$ cat config.mk
export PLATFORM = sky130hd
export DESIGN_NAME = ps2_note_decoder
export DESIGN_NICKNAME = d
export VERILOG_FILES = /design/src/rtl/ps2_note_decoder.sv
export SDC_FILE = /design/constraint.sdc
export NUM_CORES = 1
export LEC_CHECK = 0
export ABC_AREA = 1
export ABC_CLOCK_PERIOD_IN_PS = 2600
export CORE_AREA = 2 2 87 89
export CTS_CLUSTER_SIZE = 30
export DETAILED_ROUTE_END_ITERATION = 8
export DIE_AREA = 0 0 89 91
export GPL_ROUTABILITY_DRIVEN = 0
export PLACE_DENSITY = 0.46
export SYNTH_ARGS = -nofsm -noshare
export SYNTH_HDL_FRONTEND = slang
export SYNTH_SLANG_ARGS = --single-unit
$ cat constraint.sdc
create_clock -name clk -period 2.6 [get_ports clk]
set_input_delay 0.52 -clock clk [delete_from_list [all_inputs] [get_ports clk]]
set_output_delay 0.52 -clock clk [all_outputs]
set_load 0.005 [all_outputs]
$ cat src/rtl/ps2_note_decoder.sv
// PS/2 set-2 scan-byte decoder turning piano-row keys into note on/off events
// queued in a small FIFO.
//
// Ports:
//   clk         system clock, rising edge
//   rst         asynchronous active-low reset, release synchronised internally
//   byte_valid  one-cycle strobe, byte_data holds a new scan byte
//   byte_data   PS/2 set-2 scan byte
//   evt_ready   consumer takes the head event this cycle
//   evt_valid   FIFO non-empty, head event on evt_note/evt_on
//   evt_note    note index 0..20 of head event
//   evt_on      1 = note-on (make), 0 = note-off (break)
//   overflow    sticky, an event was dropped on a full FIFO
//   held        per-note held bitmap (TYPEMATIC_FILTER_EN only)
//
// Build option: define TYPEMATIC_FILTER_EN to suppress typematic repeats
// and orphan breaks using a held-note bitmap, and to expose the held port.
module ps2_note_decoder #(
    parameter int FIFO_DEPTH = 4
) (
    input  logic       clk,
    input  logic       rst,
    input  logic       byte_valid,
    input  logic [7:0] byte_data,
    input  logic       evt_ready,
    output logic       evt_valid,
    output logic [4:0] evt_note,
    output logic       evt_on,
    output logic       overflow
`ifdef TYPEMATIC_FILTER_EN
    ,
    output logic [20:0] held
`endif
);

    localparam int AW = $clog2(FIFO_DEPTH);
    localparam int CW = AW + 1;

    typedef enum logic [1:0] {
        IDLE,
        BRK,
        EXT,
        EXT_BRK
    } state_t;

    state_t      r_state;
    state_t      w_state_nxt;
    logic [1:0]  r_sync;
    logic        w_byte;
    logic        w_eval;
    logic        w_is_brk;
    logic [5:0]  w_map;
    logic        w_hit;
    logic [4:0]  w_note;
    logic        w_push;
    logic        w_full;
    logic        w_pop;
    logic        w_wr;
    logic [5:0]  r_mem [FIFO_DEPTH];
    logic [AW-1:0] r_wr;
    logic [AW-1:0] r_rd;
    logic [CW-1:0] r_count;
    logic        r_ovf;

    // {hit, note}; hit=0 for codes outside the piano rows
    function automatic logic [5:0] f_map(input logic [7:0] b);
        case (b)
            8'h1A:   f_map = {1'b1, 5'd0};
            8'h1B:   f_map = {1'b1, 5'd1};
            8'h22:   f_map = {1'b1, 5'd2};
            8'h23:   f_map = {1'b1, 5'd3};
            8'h21:   f_map = {1'b1, 5'd4};
            8'h2A:   f_map = {1'b1, 5'd5};
            8'h34:   f_map = {1'b1, 5'd6};
            8'h32:   f_map = {1'b1, 5'd7};
            8'h33:   f_map = {1'b1, 5'd8};
            8'h31:   f_map = {1'b1, 5'd9};
            8'h3B:   f_map = {1'b1, 5'd10};
            8'h3A:   f_map = {1'b1, 5'd11};
            8'h15:   f_map = {1'b1, 5'd12};
            8'h1E:   f_map = {1'b1, 5'd13};
            8'h1D:   f_map = {1'b1, 5'd14};
            8'h26:   f_map = {1'b1, 5'd15};
            8'h24:   f_map = {1'b1, 5'd16};
            8'h2D:   f_map = {1'b1, 5'd17};
            8'h2E:   f_map = {1'b1, 5'd18};
            8'h2C:   f_map = {1'b1, 5'd19};
            8'h36:   f_map = {1'b1, 5'd20};
            default: f_map = 6'd0;
        endcase
    endfunction

    // Reset asserts at once but releases two edges late, so a byte
    // arriving right at release is never decoded.
    always_ff @(posedge clk or negedge rst) begin
        if (!rst) r_sync <= 2'b00;
        else      r_sync <= {r_sync[0], 1'b1};
    end

    assign w_byte = byte_valid & r_sync[1];

    always_ff @(posedge clk or negedge rst) begin
        if (!rst) r_state <= IDLE;
        else      r_state <= w_state_nxt;
    end

    always_comb begin
        w_state_nxt = r_state;
        w_eval      = 1'b0;
        w_is_brk    = 1'b0;
        if (w_byte) begin
            unique case (r_state)
                IDLE: begin
                    if (byte_data == 8'hF0)      w_state_nxt = BRK;
                    else if (byte_data == 8'hE0) w_state_nxt = EXT;
                    else                         w_eval = 1'b1;
                end
                BRK: begin
                    if (byte_data == 8'hF0)      w_state_nxt = BRK;
                    else if (byte_data == 8'hE0) w_state_nxt = EXT;
                    else begin
                        w_eval      = 1'b1;
                        w_is_brk    = 1'b1;
                        w_state_nxt = IDLE;
                    end
                end
                EXT: begin
                    if (byte_data == 8'hF0)      w_state_nxt = EXT_BRK;
                    else if (byte_data == 8'hE0) w_state_nxt = EXT;
                    else                         w_state_nxt = IDLE;
                end
                EXT_BRK: w_state_nxt = IDLE;
                default: w_state_nxt = IDLE;
            endcase
        end
    end

    assign w_map  = f_map(byte_data);
    assign w_hit  = w_eval & w_map[5];
    assign w_note = w_map[4:0];

`ifdef TYPEMATIC_FILTER_EN
    logic [20:0] r_held;
    logic [20:0] w_onehot;
    logic        w_cur;

    assign w_onehot = 21'(1) << w_note;
    assign w_cur    = |(r_held & w_onehot);
    // only state changes of a key become events
    assign w_push   = w_hit & (w_is_brk ? w_cur : ~w_cur);
    assign held     = r_held;

    // bitmap tracks the keyboard even when the event itself is dropped
    always_ff @(posedge clk or negedge rst) begin
        if (!rst) begin
            r_held <= '0;
        end else if (w_hit) begin
            if (w_is_brk) r_held <= r_held & ~w_onehot;
            else          r_held <= r_held | w_onehot;
        end
    end
`else
    assign w_push = w_hit;
`endif

    assign w_full = (r_count == CW'(FIFO_DEPTH));
    assign w_pop  = evt_valid & evt_ready;
    // a simultaneous pop frees the slot, so full does not block the push
    assign w_wr   = w_push & (~w_full | w_pop);

    always_ff @(posedge clk) begin
        if (w_wr) r_mem[r_wr] <= {w_note, ~w_is_brk};
    end

    always_ff @(posedge clk or negedge rst) begin
        if (!rst) begin
            r_wr    <= '0;
            r_rd    <= '0;
            r_count <= '0;
            r_ovf   <= 1'b0;
        end else begin
            if (w_wr)  r_wr <= r_wr + AW'(1);
            if (w_pop) r_rd <= r_rd + AW'(1);
            if (w_wr & ~w_pop)      r_count <= r_count + CW'(1);
            else if (~w_wr & w_pop) r_count <= r_count - CW'(1);
            if (w_push & w_full & ~w_pop) r_ovf <= 1'b1;
        end
    end

    assign evt_valid = (r_count != '0);
    // head gated by valid so outputs read zero when empty or in reset
    assign {evt_note, evt_on} = evt_valid ? r_mem[r_rd] : 6'd0;
    assign overflow  = r_ovf;

endmodule

=== Word-level counts from Yosys, hierarchy flattened ===
Memories as Yosys holds them, arrays and structs flattened.
Index checks and enable logic that the tools add are counted.

* Register bits after elaboration: 12
* Bits in writable memories: 24
* Memory bits (read-only): 384
* Output and inout port bits: 8
* Logic and storage cells: 56
* Memories kept: 2

* $add $sub $neg: 4
* Equality and inequality tests: 7
* Multiplexer cells: 18
* Bitwise gates (word level): 13
* Reduce and logical (&&, ||, !) cells: 6

{| class="wikitable"
|+ Memories
! name !! words !! bits a word !! read ports !! clocked after Yosys merged registers in !! wr ports !! RTL line !! text
|-
| (name not given) || 64 || 6 || 1 || 0 || 0 || 67 || <nowiki>case (b)</nowiki>
|-
| r_mem || 4 || 6 || 1 || 0 || 1 || 59 || <nowiki>logic [5:0] r_mem [FIFO_DEPTH];</nowiki>
|}

{| class="wikitable"
|+ Operators by type and width
! cell !! count
|-
| $eq A8 B8 Y1 const B || 2
|-
| $mux W6 || 2
|-
| $mux W2 || 5
|-
| $and A1 B1 Y1 || 8
|-
| $mux W1 || 8
|-
| $pmux W2 S4 || 1
|-
| $mux W3 || 2
|-
| $add A2 B1 Y2 const B || 2
|-
| $eq A2 B2 Y1 const B || 2
|-
| $logic_not A2 Y1 || 2
|-
| $not A1 Y1 || 4
|-
| $add A3 B1 Y3 const B || 1
|-
| $eq A3 B3 Y1 const B || 1
|-
| $ne A3 B3 Y1 const B || 1
|-
| $reduce_bool A3 Y1 || 1
|-
| $sub A3 B1 Y3 const B || 1
|-
| $eq A2 B1 Y1 const B || 1
|-
| $reduce_and A2 Y1 || 1
|-
| $reduce_bool A2 Y1 || 1
|-
| $reduce_or A2 Y1 || 1
|-
| $or A1 B1 Y1 || 1
|}

=== Longest topological paths before layout ===
* Depth after elaboration: 11
* Depth in mapped cells: 16

=== Worst setup path before layout ===
OpenSTA, ideal clock, no wires.

* Path kind: in2reg
* From: in byte_data[0]
* To: reg r_count[2]
* Library setup time: 0.131 ns
* Arrival time: 2.392 ns
* Setup slack: 0.077 ns
* Stages: 16
* Buffers on the path: 0
* Cell sequence: inv_1 > ha_1 > nand2_1 > nand3_1 > nand2_1 > nand2_1 > nand2_1 > nor2_4 > nand3_4 > inv_1 > ha_1 > inv_1 > fa_1 > a21oi_1 > o21ai_0 > xor2_1

* Word-level cells in the longest chain between the ends: 10
* Elaborated cells between the ends (all ways): 15

{| class="wikitable"
|+ RTL lines
! item !! RTL line !! text
|-
| start: declaration || 24 || <nowiki>input logic [7:0] byte_data,</nowiki>
|-
| branches (longest 5 deep; another with $mem_v2 Z64 W6) || - ||
|-
| $and A1 B1 Y1 (*) || 139 || <nowiki>assign w_hit = w_eval & w_map[5];</nowiki>
|-
| $and A1 B1 Y1 (*) || 169 || <nowiki>assign w_wr = w_push & (~w_full | w_pop);</nowiki>
|-
| net w_wr || 58 || <nowiki>logic w_wr;</nowiki>
|-
| $not A1 Y1 || 185 || <nowiki>else if (~w_wr & w_pop) r_count <= r_count - CW'(1);</nowiki>
|-
| $and A1 B1 Y1 || 185 ||
|-
| $reduce_bool A2 Y1 (no line) || - ||
|-
| end signal: assignment || 184 || <nowiki>if (w_wr & ~w_pop) r_count <= r_count + CW'(1);</nowiki>
|-
| end signal: assignment || 185 ||
|-
| end: declaration || 62 || <nowiki>logic [CW-1:0] r_count;</nowiki>
|}

Mark *: on every way through the listed nets, which the timed path passes.
A chain may end at the register's enable or synchronous reset.

=== Worst setup path after layout ===
Ends and elaborated chain as after synthesis.

==> impl_metrics.json <==
{
  "drv_slew": 0,
  "drc": 0,
  "ys_seq_area_share_pct": 50.0,
  "regArea_sq_mm": 0.00102,
  "reg2reg_to": "r_count[2]",
  "syn-instance-count": 232,
  "io_buffers": 19,
  "dpl.cell_count": 385,
  "rsz0062_at_grt": "no",
  "ir_worst_vdd_uv": 193,
  "maxSlewHeadroom_pct": 62.4,
  "cts_tree": "yes",
  "path_clk_slew_ns": 0.07,
  "fill_cells": 751,
  "htree_levels": 2,
  "via_count": 1683,
  "synth_top_area_cell": "edfxtp_1",
  "viasPerCell": 4.28,
  "arrival_ns": 2.61,
  "r2r_slack_ns": 0.59,
  "yosys_warnings": 0,
  "whs_ns": 0.363,
  "grt_max_degree": 13,
  "start_util_pct": 28.6,
  "wl_per_cell_microns": 11.1,
  "die_h_microns": 91,
  "dieArea_sq_mm": 0.00810,
  "grt_pass1_vias": 1645,
  "worstSetupEndpointType": "register",
  "fin_crit_ns": 2.45,
  "grt_pass1_wl_mm": 7.46,
  "clock_latency_ns": 0.28,
  "slowest_delay_ns": 0.36,
  "critPathTopFamily": "adder cells",
  "placed_cell_area_sq_mm": 0.00262,
  "crit_end": "r_count[2]",
  "grt_antenna_before_repair": 0,
  "diodes": 0,
  "status": "finished, final reports clean",
  "path_buf_inv": 5,
  "path_max_fanout": 5,
  "hp-class": "register to register",
  "netlist_top_cells_area": "edfxtp_1, dfrtp_1, nand2_1",
  "leakagePower_nw": 1.21,
  "crit_top_cell": "inv_2",
  "finClkSkew_ns": 0.0107,
  "clockBufferDepth": 2,
  "ant_nets": 0,
  "ios": 20,
  "rr_worst_depth": 11,
  "drv_cap": 0,
  "cts_hold_buf": 0,
  "std_cell_rows": 31,
  "netlist_area_sq_mm": 0.00204,
  "cts_made_buffers": 5,
  "cp_cell_sequence": "dlygate4sd2_1 -> inv_2 -> buf_4 -> ha_1 -> nor2_1 -> nor2_1 -> nand2_1 -> nand3_1 -> nand2_1 -> nand3_4 -> inv_2 -> ha_2 -> inv_2 -> fa_2 -> a21oi_2 -> o21ai_1 -> xor2_1",
  "worst_pin_slew_ns": 0.563,
  "grt_usage_pct": 11.5,
  "multi_input_area_sq_um": 938,
  "start_kind": "primary input",
  "cts_setup_buffers": 0,
  "worstPathRequired_ns": 2.76,
  "synth_cell_type_count": 29,
  "clock-sinks": 36,
  "dr.pass1.iters": 4,
  "cts-root-buf": "clkbuf_8",
  "cp_num_cells": 17,
  "r2r_start": "r_state[1]",
  "wirelength_mm": 4.36,
  "synth_nets": 256,
  "drtIter0Drc": 109,
  "core-area_sq_mm": 0.00714,
  "crit_start": "byte_data[0]",
  "die_w_microns": 89,
  "layout-drive-gt1-share_pct": 22.8,
  "setup_violations": 0,
  "setup_ws_ns": 0.153,
  "ys_ff_latch": 36,
  "crit_slowest_cell": "fa_2",
  "avgSynthCellArea_sq_um": 8.80,
  "fmax_ghz": 0.409,
  "crit_type": "primary input to register",
  "grt_overflow": 0,
  "dp_hpwl_mm": 3.44,
  "num-nets-final": 317,
  "pre_cts_ws_ns": -0.486,
  "finalHoldViolations": 0,
  "fin_area_sq_mm": 0.00277,
  "fin_cells": 393,
  "fin_crit_sh_pct": 94.1,
  "synth_top_area_share_pct": 35.3,
  "syn_to_final_growth_pct": 35.7,
  "pwr_density_cell_mw_per_mm2": 709
}
cell usage in the layout, fill, tap and decap left out, types with 2 or more instances in the layout:
cell,synthesis,layout
nor2_1,40,40
nand3_1,12,12
dfrtp_1,12,11
buf_4,0,38
ha_1,11,8
a21boi_0,2,2
o21bai_1,2,2
ha_4,0,2
xor2_1,3,3
nand4_1,5,5
a21oi_1,16,15
nand2_1,41,40
dlymetal6s2s_1,0,2
inv_2,2,6
dlygate4sd2_1,0,2
inv_1,23,18
nand2_2,3,4
clkdlybuf4s50_1,0,14
edfxtp_1,24,24
clkbuf_8,0,7
o21ai_0,21,20
through the flow:
step / utilization, % / total power, mW / setup TNS, ns
3_3_place_gp: 36.8 / 1.54 / -1.36
4_1_cts: 38.4 / 1.99 / 0
6_report: 38.8 / 1.97 / 0
3_5_place_dp: 36.8 / 1.55 / -2.01
2_1_floorplan: - / 1.17 / 0
5_1_grt: 38.8 / 2.14 / 0
worst min-delay path by stage:
stage,start,to,depth (start not counted)
after floorplan,rst,overflow,0
after global placement,r_sync[0],r_sync[1],0
after detailed placement,r_sync[0],r_sync[1],0
after CTS,r_sync[0],r_sync[1],0
after global routing,r_sync[0],r_sync[1],0
final,r_sync[0],r_sync[1],0
cells by family (layout without fill, tap and decap cells):
kind of cell,after synthesis,after routing,synth area share [%]
buffers and inverters,29,91,5.82
and+or+nand+nor,105,105,22.4
adders and majority gates,12,12,7.72
AOI/OAI and AO/OA,44,44,11.6
xor gates and xnor gates,4,4,1.72
other,1,1,0.184
DFF,36,36,50.0
muxes,1,1,0.551
worst register-to-register path: cells and delay by family, from the launching register on:
kind | cells | cell delay [ns]
buffers and inverters | 2 | 0.11
adders and majority gates | 2 | 0.52
xor gates and xnor gates | 1 | 0.14
AOI/OAI and AO/OA | 2 | 0.21
and+or+nand+nor | 4 | 0.51
DFF | 1 | 0.42
flip-flops by register name, indices dropped and copies added, names as in the netlist:
name and count:
r_rd 2, r_mem 24, r_count 3, r_wr 2, r_sync 2, overflow 1, r_state 2
final cells by class:
class,instances,share of cell area [%]
Clock buffer,8,3.61
Inverter,25,3.52
Sequential cell,36,36.9
Timing Repair Buffer,58,17.7
Tap cell,99,4.47
Multi-Input combinational cell,167,33.9
where the power goes:
group          total, mW  internal, mW  switching, mW
Clock              0.424         0.242          0.182
Combinational      0.777         0.402          0.374
Sequential         0.766         0.682         0.0841
per-layer routing:
layer / track usage, % / up-vias / part of all wire, %
li1: - / 890 / -
met2: 18.5 / 27 / 47
met3: 2.27 / 2 / 2.5
met5: 0 / - / 0
met4: 3.11 / 0 / 0.85
met1: 15.7 / 764 / 49
synthesized netlist by cell type (all sizes together):
master,count
inv,25
mux2,1
o21bai,2
a211oi,1
o211ai,1
buf,3
nand4,5
nand2,44
xnor2,1
ha,11
xor2,3
a21oi,16
dfrtp,12
conb,1
a21boi,2
o22ai,1
nor3,1
nand3,14
fa,1
o21ai,21
nor2,41
clkbuf,1
edfxtp,24
what timing repair did:
action,4_1_cts,5_1_grt
resized for setup,12,9
pin swaps,4,4
hold endpoints to repair,0,0
setup endpoints to repair,2,8
(Power assumes the default switching activity.)
